`config.mk`:
```
export PLATFORM = sky130hd
export DESIGN_NAME = mod_m_timer_ctrl
export DESIGN_NICKNAME = d
export VERILOG_FILES = /design/src/rtl/mod_m_timer_pkg.sv /design/src/rtl/mod_m_prescaler.sv /design/src/rtl/mod_m_timer_ctrl.sv
export SDC_FILE = /design/constraint.sdc
export NUM_CORES = 1
export LEC_CHECK = 0
export ABC_AREA = 1
export BUFFER_PORTS_ARGS = -buffer_cell sky130_fd_sc_hd__buf_4
export CORE_MARGIN = 4
export CORE_UTILIZATION = 36
export CTS_BUF_LIST = sky130_fd_sc_hd__clkbuf_4 sky130_fd_sc_hd__clkbuf_8
export CTS_CLUSTER_SIZE = 12
export DETAILED_ROUTE_END_ITERATION = 10
export GPL_TIMING_DRIVEN = 0
export SLEW_MARGIN = 10
export SYNTH_ARGS = -nofsm -noshare
export SYNTH_HDL_FRONTEND = slang
export SYNTH_SLANG_ARGS = --single-unit
```
`constraint.sdc`:
```
create_clock -name clk_amisha -period 2.2 [get_ports clk_amisha]
set_input_delay 0.33 -clock clk_amisha [delete_from_list [all_inputs] [get_ports clk_amisha]]
set_output_delay 0.33 -clock clk_amisha [all_outputs]
set_load 0.01 [all_outputs]
```
`src/rtl/mod_m_timer_pkg.sv`:
```
// Shared types for the mod-m interval timer controller.
package mod_m_timer_pkg;

  typedef enum logic [1:0] {
    S_IDLE = 2'd0,
    S_RUN  = 2'd1,
    S_HOLD = 2'd2,
    S_DONE = 2'd3
  } state_e;

  typedef enum logic {
    MODE_ONESHOT  = 1'b0,
    MODE_PERIODIC = 1'b1
  } mode_e;

  // RUN and HOLD together make up an active timing interval.
  function automatic logic is_active(state_e s);
    return (s == S_RUN) || (s == S_HOLD);
  endfunction

endpackage

```
`src/rtl/mod_m_prescaler.sv`:
```
// Mod-m prescaler: counts 0..m_eff-1 while enabled, flags the wrap cycle.
module mod_m_prescaler #(
  parameter int unsigned N = 4
) (
  input  logic         clk_amisha,
  input  logic         reset_amisha,
  input  logic         en,
  input  logic         clr,
  input  logic [N-1:0] m_eff,
  output logic [N-1:0] q,
  output logic         max_tick
);

  logic [N-1:0] q_q, q_d;
  logic         at_top;

  // Next count: clear has priority, otherwise wrap at m_eff-1.
  always_comb begin
    at_top   = (q_q == m_eff - N'(1));
    max_tick = en && at_top;
    q_d      = q_q;
    if (clr)
      q_d = '0;
    else if (en)
      q_d = at_top ? '0 : q_q + N'(1);
  end

  // Count register.
  always_ff @(posedge clk_amisha or posedge reset_amisha) begin
    if (reset_amisha)
      q_q <= '0;
    else
      q_q <= q_d;
  end

  assign q = q_q;

endmodule

```
`src/rtl/mod_m_timer_ctrl.sv`:
```
// Programmable interval timer built around a mod-m prescaler.
// Optional latched completion interrupt: define MOD_M_TIMER_CTRL_IRQ_EN.
module mod_m_timer_ctrl #(
  parameter int unsigned N         = 4,
  parameter int unsigned CNT_W     = 8,
  parameter int unsigned M_DEFAULT = 10
) (
  input  logic             clk_amisha,
  input  logic             reset_amisha,
  input  logic             start_amisha,
  input  logic             stop_amisha,
  input  logic             pause_amisha,
  input  logic             mode_amisha,
  input  logic [N-1:0]     m_in_amisha,
  input  logic [CNT_W-1:0] periods_in_amisha,
  output logic             busy_amisha,
  output logic             done_amisha,
  output logic             max_tick_amisha,
  output logic [N-1:0]     q_amisha,
  output logic [CNT_W-1:0] period_cnt_amisha
`ifdef MOD_M_TIMER_CTRL_IRQ_EN
  ,
  input  logic             irq_clr_amisha,
  output logic             irq_amisha
`endif
);

  import mod_m_timer_pkg::*;

  state_e           state_q;
  mode_e            mode_q;
  logic [N-1:0]     m_eff_q, m_eff_d;
  logic [CNT_W-1:0] periods_q, periods_d;
  logic [CNT_W-1:0] period_cnt_q;
  logic             busy_q, done_q;

  logic             counting, start_acc, pre_clr;
  logic             tick, final_tick, done_set;

  // Operand defaults, datapath control and completion detection.
  // Counting is gated by the pause level in HOLD as well as RUN, so the
  // cycle in which pause drops already advances the count: a pause of k
  // cycles delays completion by exactly k cycles.
  always_comb begin
    m_eff_d    = (m_in_amisha == '0) ? N'(M_DEFAULT) : m_in_amisha;
    periods_d  = (periods_in_amisha == '0) ? CNT_W'(1) : periods_in_amisha;
    counting   = is_active(state_q) && !pause_amisha;
    start_acc  = (state_q == S_IDLE) && start_amisha && !stop_amisha;
    pre_clr    = start_acc || stop_amisha;
    final_tick = tick && (period_cnt_q == periods_q - CNT_W'(1));
    done_set   = final_tick && !stop_amisha;
  end

  mod_m_prescaler #(.N(N)) u_prescaler (
    .clk_amisha   (clk_amisha),
    .reset_amisha (reset_amisha),
    .en           (counting),
    .clr          (pre_clr),
    .m_eff        (m_eff_q),
    .q            (q_amisha),
    .max_tick     (tick)
  );

  // Control FSM with registered busy/done and period counter.
  always_ff @(posedge clk_amisha or posedge reset_amisha) begin
    if (reset_amisha) begin
      state_q      <= S_IDLE;
      mode_q       <= MODE_ONESHOT;
      m_eff_q      <= '0;
      periods_q    <= '0;
      period_cnt_q <= '0;
      busy_q       <= 1'b0;
      done_q       <= 1'b0;
    end else begin
      done_q <= done_set;
      if (stop_amisha) begin
        state_q      <= S_IDLE;
        busy_q       <= 1'b0;
        period_cnt_q <= '0;
      end else begin
        case (state_q)
          S_IDLE: begin
            if (start_amisha) begin
              m_eff_q      <= m_eff_d;
              periods_q    <= periods_d;
              mode_q       <= mode_e'(mode_amisha);
              period_cnt_q <= '0;
              busy_q       <= 1'b1;
              state_q      <= S_RUN;
            end
          end
          S_RUN, S_HOLD: begin
            if (pause_amisha) begin
              state_q <= S_HOLD;
            end else begin
              state_q <= S_RUN;
              if (final_tick) begin
                period_cnt_q <= '0;
                if (mode_q == MODE_ONESHOT) begin
                  state_q <= S_DONE;
                  busy_q  <= 1'b0;
                end
              end else if (tick) begin
                period_cnt_q <= period_cnt_q + CNT_W'(1);
              end
            end
          end
          S_DONE:  state_q <= S_IDLE;
          default: state_q <= S_IDLE;
        endcase
      end
    end
  end

  assign busy_amisha       = busy_q;
  assign done_amisha       = done_q;
  assign max_tick_amisha   = tick;
  assign period_cnt_amisha = period_cnt_q;

`ifdef MOD_M_TIMER_CTRL_IRQ_EN
  logic irq_q;

  // Sticky completion flag; a new completion wins over a clear.
  always_ff @(posedge clk_amisha or posedge reset_amisha) begin
    if (reset_amisha)
      irq_q <= 1'b0;
    else if (done_set)
      irq_q <= 1'b1;
    else if (irq_clr_amisha)
      irq_q <= 1'b0;
  end

  assign irq_amisha = irq_q;
`endif

endmodule
```
==> summary.txt <==
Drt
  • Via count: 1670
  • WL/cell: 11.7 um
  • ANT nets after route: 0
  • Routed wl met2: 2030 um
  • Routed length on met3: 169 um
  • DRT Pass-1 Iters: 4
  • Post-route DRC violation count: 0
  • Initial DRC Count: 73
  • Routed wire length: ~4200 um
  • Metal-1 WL: just under 2000 um
  • Highest Signal Layer: met4
  • Via density: 4.64

Clock tree
  • Number of setup buffers added after CTS: 0
  • H-tree Lvls: 2
  • Clk slew on worst S/H paths: 0.07 ns
  • CTS tree: done
  • Root Driver: clkbuf_8
  • Clock Latency Late Sink: ~0.28 ns
  • Clock Path Buffers: 2
  • CTS buffer count: 5
  • Clock sinks: 29

Floorplan
  • I/O pins: 33
  • FP Rows: 26
  • Die Width: 80.4 um
  • Core box area: 0.00511 mm^2
  • Die Y: 80.4 um
  • Die area: between 0.006 and 0.007 mm^2
  • Initial Utilization: 0.369

Yosys
  • Mapped Area: 0.00189 mm^2
  • Sequential share of the synthesized area: 0.385
  • Simple-gate share of the synthesized area: 0.358
  • Post-Syn Instances: 250
  • Yosys top cell by area: dfrtp_1
  • Yosys warns: 0
  • Area share of the largest cell type after synthesis: 0.385
  • Largest family of logic cells by synthesized area: simple AND/OR/NAND/NOR gates
  • Yosys reg bits: 29
  • Unique masters post-synth: 34
  • Area contributors post-synth: dfrtp_1 38%, nand2_1 13%, inv_1 5.4%
  • Post-synthesis average cell area: roughly 7.5 um^2
  • Post-synthesis mux area share: 0
  • Compound-Gate Fraction of Synth Area: 0.0936
  • Adder-Cell Fraction of Synth Area: 0.0332
  • Syn Nets: 273
  • Synth Area in XOR/XNOR: 0.0418

STA
  • Final period util: 0.901
  • Final setup skew: 0.00503 ns
  • RSZ-0062 raised after global routing: false
  • Fmax: a little over 500 MHz
  • Max_slew headroom: 0.575
  • # setup viols final: 0
  • Tmin final: 1.98 ns
  • Setup TNS: 0 ns
  • Slew @ Worst Pin: 0.637 ns
  • Final Max Tran Viols: 0
  • Hold Vio Cnt, Final: 0

Setup path
  • Worst Setup End Kind: primary output
  • Critical Path Start Type: flip-flop
  • Worst Path Max Fanout: 5
  • Worst EP required: 1.87 ns
  • Arr. time, crit path: roughly 1.7 ns
  • CP Class: flip-flop to primary output

Pwr
  • Total power: 1.57 mW
  • Power density cells: about 680 mW/mm^2
  • Max VDD drop: 0.377 mV
  • Static Leak: 1.12 nW

Worst hold path
  • Worst hold-check path type: primary input to async pin

Global route
  • Initial antenna violation count: 0
  • Largest net degree at the start of global routing: 30
  • First-pass GRT wire length: about 7500 um
  • Total GRT Usage: 0.149
  • GRT overflow: 0
  • Vias in the first global route: 1670

Placement
  • Post-DP HPWL: between 3000 and 4000 um
  • I/O Buffers: 32
  • Final GP Congestion: between 0.7 and 0.8

Cells and area
  • FF+latch area: around 730 um^2
  • Fin nets: 312
  • Most common cell after layout, fill and taps aside: nand2_1
  • Most frequent cells in the layout: 65 x nand2_1, 32 x buf_4, 29 x dfrtp_1, 26 x inv_1, 25 x nor2_1
  • Multi-input gate area: 992 um^2
  • Share of post-route cells with drive strength above 1: 0.290
  • Layout overhead on the synthesized area: 22.2%
  • Layout Utilization: 0.451
  • Fillers: 546
  • Ant diodes: 0

Job
  • Max-Cap Viols: 0

Run status
  • Outcome: finished clean
## where the power goes
| group | total, mW | internal (mW) | leakage (nW) | switching (mW) |
|---|---|---|---|---|
| logic | 0.485 | 0.186 | 0.693 | 0.299 |
| clock network | 0.441 | 0.231 | 0.0484 | 0.209 |
| registers | 0.640 | 0.592 | 0.377 | 0.0478 |
## sequential cells by signal, summed over array words and instances (netlist names)
signal,count
done_amisha,1
u_prescaler.q,4
mode_q,1
state_q,2
m_eff_q,4
busy_amisha,1
period_cnt_amisha,8
periods_q,8
## Yosys cell counts
master	instances
nor2_2	6
a22oi_1	2
nor2_1	25
nand2_2	9
inv_4	2
nand4_2	1
ha_1	5
nor3_1	3
o21ai_0	13
or4_1	1
xnor2_1	3
clkinv_1	1
nand4_4	1
buf_6	1
a21oi_2	2
a21oi_4	1
or2_0	1
inv_2	9
nand4_1	6
nand3_2	5
o21ai_1	5
nor2_4	2
a311oi_1	1
o221ai_1	1
nand2_4	1
buf_2	1
nand3_1	9
nand3b_1	1
nand2_1	65
inv_1	27
xor2_1	6
or2_2	1
a21oi_1	4
dfrtp_1	29
## cell type report
cell class / count / area share
tap: 70 / 0.0380
sequential: 29 / 0.315
multi-input combinational: 180 / 0.431
timing repair buffer: 32 / 0.104
clock buffer: 6 / 0.0331
buffer: 2 / 0.00706
inverter: 39 / 0.0674
clock inverter: 2 / 0.00435
## stage by stage
stage          setup WS [ns]  cell area (um^2)  hold slack, ns  std cells
2_1_floorplan          0.510              1890           0.401        250
3_3_place_gp           0.199              2210           0.464        352
3_5_place_dp           0.176              2210           0.464        352
4_1_cts                0.171              2300           0.254        360
5_1_grt               0.0132              2300           0.194        360
6_report               0.217              2300           0.137        360
## worst max-delay path, cell delays in order (launching register included)
cell	delay (ns)
dfrtp_1	0.38
inv_2	0.07
ha_1	0.30
inv_1	0.04
nand2_1	0.05
nand2_1	0.07
nor2_4	0.11
nand4_4	0.16
inv_1	0.08
buf_4	0.11
## final timing paths
path,from,to,slack (ns),cells past startpoint
worst max-delay path,m_eff_q[0],max_tick_amisha,0.22,9
worst min-delay path,reset_amisha,periods_q[1],0.14,2
worst max register to register,state_q[0],periods_q[0],0.27,8
worst min register to register,state_q[1],state_q[1],0.48,2
max in group asynchronous,reset_amisha,period_cnt_amisha[1],1.65,2
min in group clk_amisha,periods_in_amisha[5],periods_q[5],0.26,3
## logic make-up (layout without fill, tap and decap cells)
kind of cell               after synthesis  after routing
DFF                                     29             29
and+or+nand+nor                        137            137
xor gates and xnor gates                 9              9
buffers and inverters                   41             81
adders and majority gates                5              5
AOI/OAI and AO/OA                       29             29
## what timing repair did
item | CTS | global route
hold buffers | 0 | 0
resized for setup | 0 | 1
setup endpoints to repair | 0 | 1
## per-layer routing
| layer | up-vias | track usage |
|---|---|---|
| met3 | 6 | 0.0392 |
| met5 | - | 0 |
| li1 | 870 | - |
| met1 | 767 | 0.186 |
| met2 | 27 | 0.250 |
| met4 | 0 | 0.0473 |
No activity file was read; power rests on OpenSTA's default activity.
